[src/rtl/demux_ctrl_pkg.sv]
// Shared constants and types for the demux_ctrl one-entry routing buffer.
package demux_ctrl_pkg;

  localparam int N_OUT = 4;
  localparam int SEL_W = 2;
  localparam logic [7:0] DROP_SAT = 8'hFF;

  typedef enum logic {
    EMPTY = 1'b0,
    FULL  = 1'b1
  } state_t;

endpackage

[src/rtl/demux_ctrl_rr_pick.sv]
// Round-robin search: first enabled output strictly after rr_ptr, wrapping.
module rr_pick
  import demux_ctrl_pkg::*;
(
  input  logic [N_OUT-1:0] en,
  input  logic [SEL_W-1:0] rr_ptr,
  output logic [SEL_W-1:0] grant,
  output logic             any_en
);

  logic [SEL_W-1:0] idx;

  // Walk offsets from farthest to nearest so the nearest enabled index wins.
  always_comb begin
    grant  = rr_ptr;
    any_en = |en;
    idx    = '0;
    for (int k = N_OUT; k >= 1; k--) begin
      idx = rr_ptr + SEL_W'(k);
      if (en[idx]) grant = idx;
    end
  end

endmodule

[src/rtl/demux_ctrl.sv]
// One-entry demux buffer: routes each accepted beat to a directed or
// round-robin output, dropping beats whose target output is disabled.
module demux_ctrl
  import demux_ctrl_pkg::*;
#(
  parameter int DATA_W = 8
) (
  input  logic              clk,
  input  logic              rst_n,
  input  logic              mode,
  input  logic [N_OUT-1:0]  en,
  input  logic              in_valid,
  output logic              in_ready,
  input  logic [DATA_W-1:0] in_data,
  input  logic [SEL_W-1:0]  in_dest,
  output logic [N_OUT-1:0]  out_valid,
  input  logic [N_OUT-1:0]  out_ready,
  output logic [DATA_W-1:0] out_data,
  output logic [SEL_W-1:0]  s,
  output logic [7:0]        drop_cnt
);

  // Handshake: upstream beat transfers when in_valid & in_ready; the held
  // beat transfers when out_valid[s] & out_ready[s]. Other out_ready bits
  // are ignored.

  state_t            state_q, state_d;
  logic [SEL_W-1:0]  s_q, s_d;
  logic [SEL_W-1:0]  rr_q, rr_d;
  logic [DATA_W-1:0] data_q, data_d;
  logic [7:0]        drop_q, drop_d;
  logic [SEL_W-1:0]  grant;
  logic [SEL_W-1:0]  target;
  logic              any_en;
  logic              accept;
  logic              rel_beat;
  logic              keep;

  rr_pick u_rr_pick (
    .en     (en),
    .rr_ptr (rr_q),
    .grant  (grant),
    .any_en (any_en)
  );

  assign in_ready = (state_q == EMPTY) | out_ready[s_q];

  always_comb begin
    state_d  = state_q;
    s_d      = s_q;
    rr_d     = rr_q;
    data_d   = data_q;
    drop_d   = drop_q;
    accept   = in_valid & in_ready;
    rel_beat = (state_q == FULL) & out_ready[s_q];
    target   = mode ? grant : in_dest;
    keep     = accept & (mode ? any_en : en[in_dest]);

    if (keep) begin
      state_d = FULL;
      s_d     = target;
      rr_d    = target;
      data_d  = in_data;
    end else begin
      if (rel_beat) state_d = EMPTY;
      if (accept && (drop_q != DROP_SAT)) drop_d = drop_q + 8'd1;
    end
  end

  always_ff @(posedge clk) begin
    if (!rst_n) begin
      state_q <= EMPTY;
      s_q     <= '0;
      rr_q    <= '1;
      data_q  <= '0;
      drop_q  <= '0;
    end else begin
      state_q <= state_d;
      s_q     <= s_d;
      rr_q    <= rr_d;
      data_q  <= data_d;
      drop_q  <= drop_d;
    end
  end

  always_comb begin
    out_valid = '0;
    for (int i = 0; i < N_OUT; i++)
      out_valid[i] = (state_q == FULL) && (s_q == SEL_W'(i));
  end

  assign out_data = data_q;
  assign s        = s_q;
  assign drop_cnt = drop_q;

endmodule

[config.mk]
export PLATFORM = sky130hd
export DESIGN_NAME = demux_ctrl
export DESIGN_NICKNAME = d
export VERILOG_FILES = /design/src/rtl/demux_ctrl_pkg.sv /design/src/rtl/demux_ctrl_rr_pick.sv /design/src/rtl/demux_ctrl.sv
export SDC_FILE = /design/constraint.sdc
export NUM_CORES = 1
export LEC_CHECK = 0
export BUFFER_PORTS_ARGS = -buffer_cell sky130_fd_sc_hd__buf_2
export CORE_MARGIN = 2
export CORE_UTILIZATION = 47
export CTS_CLUSTER_DIAMETER = 120
export DETAILED_ROUTE_END_ITERATION = 10
export HOLD_SLACK_MARGIN = 0.08
export PLACE_DENSITY = 0.89
export SLEW_MARGIN = 20
export SYNTH_ARGS = -nofsm -noshare
export SYNTH_HDL_FRONTEND = slang
export SYNTH_SLANG_ARGS = --single-unit
[constraint.sdc]
create_clock -name clk -period 2.1 [get_ports clk]
set_input_delay 0 -clock clk [delete_from_list [all_inputs] [get_ports clk]]
set_output_delay 0 -clock clk [all_outputs]
set_load 0.1 [all_outputs]
# Word-level counts from Yosys, hierarchy flattened

Cells that the tools add are included.

$add $sub $neg: 4
Multiply operators: 0
Divide/modulo/power cells: 0
$lt $le $gt $ge: 5
Eq/ne operators: 4
Shifts and indexed selects: 0
Multiplexer cells: 17
Bitwise gates (word level): 6
Reduce and logical (&&, ||, !) cells: 9

Operator list:

| cell                | number |
|---|---|
| $lt 2x3->1 const B  | 5 |
| $bmux 1 s2          | 5 |
| $add 8x1->8 const B | 1 |
| $mux 1              | 8 |
| $mux 2              | 4 |
| $ne 8x8->1 const B  | 1 |
| $logic_and 1x1->1   | 5 |
| $add 2x2->2 const B | 2 |
| $eq 2x2->1 const B  | 2 |
| $reduce_or 4->1     | 1 |
| $and 1x1->1         | 3 |
| $add 2x1->2 const B | 1 |
| $eq 2x1->1 const B  | 1 |
| $logic_not 2->1     | 1 |
| $not 1->1           | 2 |
| $reduce_and 2->1    | 1 |
| $reduce_bool 2->1   | 1 |
| $or 1x1->1          | 1 |

Register bits after elaboration: 21
Bits in latches: 0
Bits in writable memories: 0
ROM bits: 0
Bits of input ports: 22
Output and inout bits: 23
Word-level logic and storage cells: 50
Memories: 0

# Depth between registers and ports, before layout

Gate-level depths: netlist (run 1).

Word-level depth: 7
Gate-level depth with buffers: 8

# Modules after synthesis

From an unflattened synthesis (run 1), not the netlist that was laid out.

Cell total of the unflattened synthesis: 131
Area, all modules: 1083.5 um^2

By module, submodules not included:

| module     | instances | cells each | area each (um^2) |
|---|---|---|---|
| demux_ctrl | 1         | 117        | 1011.0 |
| rr_pick    | 1         | 14         | 72.6 |

# Worst setup path before layout (run 1)

Ideal clock, no wire load.

Path kind: reg-to-reg
Start: register s_q[1], in the netlist s[1]
End: register rr_q[1]
Setup time: 0.120 ns
Arrival: 2.946 ns
Data required time: 1.980 ns
Slack: -0.966 ns
Stages on the path, launching flop included: 8
Path buffers: 2
Cell sequence: dfxtp_1 -> mux2_2 -> o22ai_4 -> inv_1 -> and3_4 -> buf_6 -> buf_6 -> o31a_1

Longest elaborated chain between the ends: 5

Ends and longest elaborated chain:

| what                         | line             | text |
|---|---|---|
| start, declared              | demux_ctrl.sv:28 | `logic [SEL_W-1:0] s_q, s_d;` |
| start signal, assigned       | demux_ctrl.sv:73 | `s_q <= '0;` |
| start signal, assigned       | demux_ctrl.sv:79 | `s_q <= s_d;` |
| $bmux 1 s2                   | demux_ctrl.sv:46 | `assign in_ready = (state_q == EMPTY) \| out_ready[s_q];` |
| $mux 1 (not written as such) | demux_ctrl.sv:46 |  |
| $or 1x1->1                   | demux_ctrl.sv:46 |  |
| net in_ready                 | demux_ctrl.sv:13 | `output logic in_ready,` |
| $and 1x1->1                  | demux_ctrl.sv:54 | `accept = in_valid & in_ready;` |
| $and 1x1->1                  | demux_ctrl.sv:57 | `keep = accept & (mode ? any_en : en[in_dest]);` |
| end signal, assigned         | demux_ctrl.sv:80 | `rr_q <= rr_d;` |
| end, declared                | demux_ctrl.sv:29 | `logic [SEL_W-1:0] rr_q, rr_d;` |

The timed path passes the listed nets, and every way through them passes these cells. The select of a mux whose other input is x is not followed.
A chain may end at the register's enable or synchronous reset.

# Worst setup path in the final report (run 1)

Start: register s_q[1], in the netlist s[1]
End: register s_q[0], in the netlist s[0]

Longest elaborated chain between the ends: 5

Ends and longest elaborated chain:

| what                         | line |
|---|---|
| $bmux 1 s2                   | demux_ctrl.sv:46 |
| $mux 1 (not written as such) | demux_ctrl.sv:46 |
| $or 1x1->1                   | demux_ctrl.sv:46 |
| $and 1x1->1                  | demux_ctrl.sv:54 |
| $and 1x1->1                  | demux_ctrl.sv:57 |

No other way between the ends. The select of a mux whose other input is x is not followed.

==> out/qor.txt, run 1 <==
# fillers - 190
IO Count - 45
CP Cell Sequence - mux2_4 -> o22ai_4 -> clkinvlp_4 -> and3_4 -> mux2i_1 -> a31o_2
Worst Path Max Fanout - 17
number of distinct library cells after synthesis - 37
Synth Instances - 128
Crit path required time - 2310 ps
Chip Width - 53.2 µm
die height - 53.2 µm
Root Buffer - clkbuf_4
area leader, netlist - dfxtp_1
Fin Hold WS - 151 ps
YS warnings - 0
Num CTS Buffers - 3
asr flop ratio synth - 0%
global-route wire length before repair - 4.49 mm
Tightest Hold Check Type - input pin to register
hold_sp - in_dest[0]
DRT antenna net count - 0
RSZ-0062 raised after global routing - no
global placement routability congestion - 0.812
Buf/Inv on CP - 1
FMAX - 540 MHz
worst path arrival time - 2060 ps
multi-input logic area - 658 µm²
Tcrit/Tclk final - 88.2%
number of remaining DRC errors - 0
number of global-route vias before repair - 1016
Initial Util - 50.5%
clock slew at reported path FFs - 110 ps
DR pass1 iterations - 4
Final nets - 206
max-cap violation count - 0
synthesized area per cell - 8.90 µm²
most frequent cell after synthesis - nor2_1
DP Area - 1390 µm²
Period minus WS final - 1850 ps
most frequent cells after synthesis - nor2_1 (22), dfxtp_1 (21), mux2i_1 (9)
via count - 1141
adder-cell share of the synthesized area - 1.10%
CP endpoint kind - register
register area - 434 µm²
Setup CP Type - register to register
Final Hold Fails - 0
reg2reg start - s[1]
share of post-route cells with drive strength above 1 - 37.9%
PwrDens - 668 nW/µm²
Via density - 5.43
routed wire length per instance - 13.8 µm
prevailing post-synth register cell - dfxtp_1
max_slew headroom - 64.1%
mux cell area share after synthesis - 11.9%
die area - 2830 µm²
Final Max Tran Viols - 0
pin count of the biggest net entering global routing - 20
Synth area leaders - dfxtp_1 (37%), mux2i_1 (7.9%), nor2_1 (7.3%)
# diodes - 0
Leak - 0.664 nW
r2r setup slk - 250 ps
post-synthesis compound-gate area fraction - 16.7%
initial antenna violation count - 0
core area - 2250 µm²
DP HPWL - 1.96 mm
Port-buffer cells - 44
Final Routed Wirelength - 2.90 mm
R2R cell count - 6
Worst path top cell family by delay - compound AO/OA/AOI/OAI gates
Synth Register Bits - 21
outcome - completed
Syn Nets - 151
mapped cell area - 1140 µm²
site row count - 17
CP max stage delay - 400 ps
drt initial violations - 22
Clock Skew - 7.68 ps
TritonCTS clock tree - yes
overall routing resource usage - 22.0%
Max IR drop VDD - 565 µV
worst hold endpoint - s[0]
EDFF count, synth - 0
post-synthesis xor/xnor area fraction - 3.85%
CTS Buffer Depth - 2
Synth top area share - 36.9%
Hold Crit Depth - 4
Seq/Total Area, Yosys - 36.9%
simple-gate share of the synthesized area - 24.0%
Crit-path slowest cell - dfxtp_4
H-Tree Depth - 1
R2R Path End - s[0]
design area - 1520 µm²
setup violators final - 0
Resize count post-CTS - 0
worst skew pair latency - 310 ps
main combinational cell family by area after synthesis - simple AND/OR/NAND/NOR gates
Layout Utilization - 67.5%
Area Growth Syn to Fin - 33.7%
crit path launch type - register
GR Overflow Total - 0
Worst-Margin Slew - 536 ps
Clock Sinks - 21
worst reg2reg max path, cell delays in order (launching register included):
cell        delay (ps)
dfxtp_4            400
mux2_4             320
o22ai_4            290
clkinvlp_4         140
and3_4             240
mux2i_1            140
a31o_2             220
registers in the layout (all words and copies together), names as in the netlist:
register	count
drop_cnt	8
out_data	8
rr_q	2
state_q	1
s	2
where the power goes:
part | switching [mW] | leakage, nW | internal [mW]
Clock | 0.125 | 0.0177 | 0.0711
Sequential | 0.0244 | 0.176 | 0.423
Combinational | 0.267 | 0.470 | 0.107
logic make-up after synthesis:
kind of cell    count (synthesis)
flops                          21
mux                            12
compound gates                 24
simple gates                   52
fa+ha+maj                       1
buf+inv                        13
xor+xnor                        5
worst max path at each step:
stage / cells past startpoint / end / start
after detailed placement: 6 / s[0] / s[1]
after CTS: 6 / s[0] / s[1]
after global routing: 6 / s[0] / s[1]
after global placement: 6 / s[0] / s[1]
after floorplan: 7 / rr_q[1] / s[1]
final: 6 / s[0] / s[1]
repair_timing:
| item | in CTS | in global routing |
|---|---|---|
| setup buffers | 0 | 0 |
| hold endpoints to repair | 12 | 0 |
| hold buffers | 11 | 0 |
cell type report:
type / count / area share, %
tap: 28 / 2.30
timing repair buffer: 56 / 22.2
inverter: 7 / 1.97
sequential: 21 / 28.5
clock inverter: 1 / 0.329
multi-input combinational: 94 / 43.2
clock buffer: 3 / 1.48
stage by stage:
step	total power, mW	cells	setup slack, ps	TNS, ps
3_5_place_dp	0.810	195	255	0
5_1_grt	1.06	210	180	0
2_1_floorplan	0.749	128	-485	-5120
4_1_cts	1.02	210	235	0
6_report	1.02	210	248	0
3_3_place_gp	0.799	195	321	0
placed cells by master, fill, tap and decap left out, drive strengths merged, types with 2 or more instances in the layout:
cell          n
a31o          3
a41o          2
xnor2         4
nand3b        2
clkinv        2
o21ai         5
dfxtp        21
nor2         22
a21oi         6
buf          45
inv           5
dlygate4sd3  11
nor4          4
nand2b        4
nand4b        2
mux2i         9
nand2         5
nand3         6
mux2          2
clkbuf        3
nor3          2
and3          3
routing by layer:
metal  wire [µm]  vias up  global-route usage (%)
met1        1210      524                    26.0
met3         175        4                    5.08
li1            -      568                       -
met2        1480       45                    38.7
met4          31        0                    7.26
met5           0        -                       0
Note: power is estimated with default switching activity, not from simulation.
==> run 2: changes to the inputs <==
Clock period 2.1 ns to 1.8 ns, I/O delays scaled along.
==> run 2 against run 1 <==
Against the previous run:
- non-clock buffer count up 1
- core utilization rose by 1.2 points
- critical endpoint unchanged
- combinational power is 18% higher
- clock skew fell by 5.3 ps
- final area up 1.7%
- largest power group unchanged
- first-iteration DRC count grew 4.5%
- highest routed layer unchanged
- clock-buffer cell count did not move
- sequential power increased by 16%
- final cell count up 0.95%
- setup slack lost 160 ps
- wire length fell by 6.0%
==> out/qor.txt, run 2 (synthesis gave the netlist of run 1 again) <==
multi-input logic area - 668 µm² (+1.5%)
outcome - completed
Final nets - 208 (+0.97%)
Worst Path Max Fanout - 9 (-8)
Post-CTS Setup Inserts - 0 (unchanged)
crit path launch type - register
placed insts - 196 (+0.51%)
GR Overflow Total - 0 (unchanged)
number of remaining DRC errors - 0 (unchanged)
design area - 1550 µm² (+1.7%)
GR Util met1 - 23.4% (-2.5 points)
Max IR drop VDD - 606 µV (+7.1%)
Final Max Tran Viols - 0 (unchanged)
Port-buffer cells - 44 (unchanged)
worst skew pair latency - 300 ps (about the same)
max_slew headroom - 68.1% (+4.0 points)
register area - 443 µm² (+2.0%)
die area - 2830 µm² (unchanged)
max-cap violation count - 0 (unchanged)
Setup CP Type - register to register
Leak - 0.675 nW (+1.6%)
Worst-Margin Slew - 475 ps (-61.3 ps)
Critical path origin - s[1]
Layout Cells excl Fill - 212 (+0.95%)
Clock Sinks - 21 (unchanged)
PwrDens - 766 nW/µm² (+15%)
met3 GRT Util - 4.24% (-0.85 points)
# fillers - 190 (unchanged)
DP Area - 1400 µm² (+1.4%)
overall routing resource usage - 20.9% (-1.1 points)
worst path arrival time - 1920 ps (-140 ps)
Period minus WS final - 1710 ps (-140 ps)
DP HPWL - 1.97 mm (+0.24%)
Chip Width - 53.2 µm (unchanged)
setup violators final - 0 (unchanged)
hold_sp - in_dest[0]
number of global-route vias before repair - 1083 (+6.6%)
reg2reg start - s[1]
Resize count post-CTS - 0 (unchanged)
final worst slack - 87.2 ps (-160 ps)
routed wire length per instance - 12.9 µm (-6.9%)
initial antenna violation count - 0 (unchanged)
leading cell types in the layout, fill and taps excluded - buf_2 (44), nor2_1 (21), dlygate4sd3_1 (11), dfxtp_1 (11), mux2i_1 (9)
share of post-route cells with drive strength above 1 - 39.7% (+1.8 points)
Initial Util - 50.5% (unchanged)
FMAX - 584 MHz (+8.2%)
IO Count - 45 (unchanged)
TritonCTS clock tree - yes
most common cell after layout, fill and taps aside - buf_2
clock slew at reported path FFs - 120 ps (about the same)
Crit path required time - 2010 ps (-300 ps)
TNS Setup - 0 ps (unchanged)
met2 usage - 38.9% (+0.21 points)
# diodes - 0 (unchanged)
site row count - 17 (unchanged)
Root Buffer - clkbuf_4
DRT antenna net count - 0 (unchanged)
Clock Skew - 2.43 ps (-5.26 ps)
core area - 2250 µm² (unchanged)
Final Hold Fails - 0 (unchanged)
Tcrit/Tclk final - 95.2% (+6.9 points)
global-route wire length before repair - 4.42 mm (-1.7%)
Layout Utilization - 68.7% (+1.2 points)
Via density - 5.43 (about the same)
Tightest Hold Check Type - input pin to register
die height - 53.2 µm (unchanged)
Setup WS pre-CTS - 87.5 ps (-167 ps)
H-Tree Depth - 1 (unchanged)
DR pass1 iterations - 4 (unchanged)
drt initial violations - 23 (+4.5%)
CTS Buffer Depth - 2 (unchanged)
Num CTS Buffers - 3 (unchanged)
RSZ-0062 raised after global routing - no
CP endpoint kind - register
global placement routability congestion - 0.856 (+5.5%)
Area Growth Syn to Fin - 36.0%
via count - 1151 (+0.88%)
Final Routed Wirelength - 2.73 mm (-6.0%)
pin count of the biggest net entering global routing - 18 (-10%)
Most Crowded Layer GR - met2
## run 2: changes by cell type in the layout (fill, tap and decap cells not counted), sizes merged
cell  change
and3      +1
buf       +1
## run 2: repair_timing
item / CTS / global route
endpoints found under the setup margin: 0 / 1
endpoints found under the hold margin: 11 / 0
hold buffers: 11 / 0
## run 2: per-layer routing
| layer | wire (µm) | share of wire [%] | up-vias |
|---|---|---|---|
| met2 | 1390 | 51 | 38 |
| met3 | 145 | 5.3 | 2 |
| met4 | 14 | 0.51 | 0 |
| met1 | 1180 | 43 | 541 |
| met5 | 0 | 0 | - |
| li1 | - | - | 570 |
## run 2: final timing paths
path	end	slack, ps	cells past startpoint
worst min-delay path	s[0]	140	4
worst min register to register	drop_cnt[1]	500	2
worst max register to register	s[0]	90	6
worst max-delay path	s[0]	90	6
## run 2: layout make-up
cell class              instances  area share [%]
well taps                      28            2.26
clock buffers                   3            1.45
repair buffers                 57            22.3
clock inverters                 1           0.323
inverters                       7            1.94
flip-flops and latches         21            28.6
multi-input cells              95            43.1
## run 2: power breakdown
group / internal (mW) / leakage, nW / switching (mW)
Clock: 0.0827 / 0.0177 / 0.144
Combinational: 0.129 / 0.480 / 0.312
Sequential: 0.492 / 0.178 / 0.0265
Total: 0.703 / 0.675 / 0.483
## run 2: metrics by stage
stage,power [mW],hold WS [ps]
floorplan,0.873,147
global placement,0.935,238
detailed placement,0.946,245
CTS,1.19,131
global route,1.24,161
finish,1.19,139
## run 2: critical path, cell delays in order, from the launching register on
cell	delay, ps
dfxtp_4	400
mux2_4	320
o22ai_4	210
clkinvlp_4	140
and3_4	210
mux2i_1	130
a31o_2	210
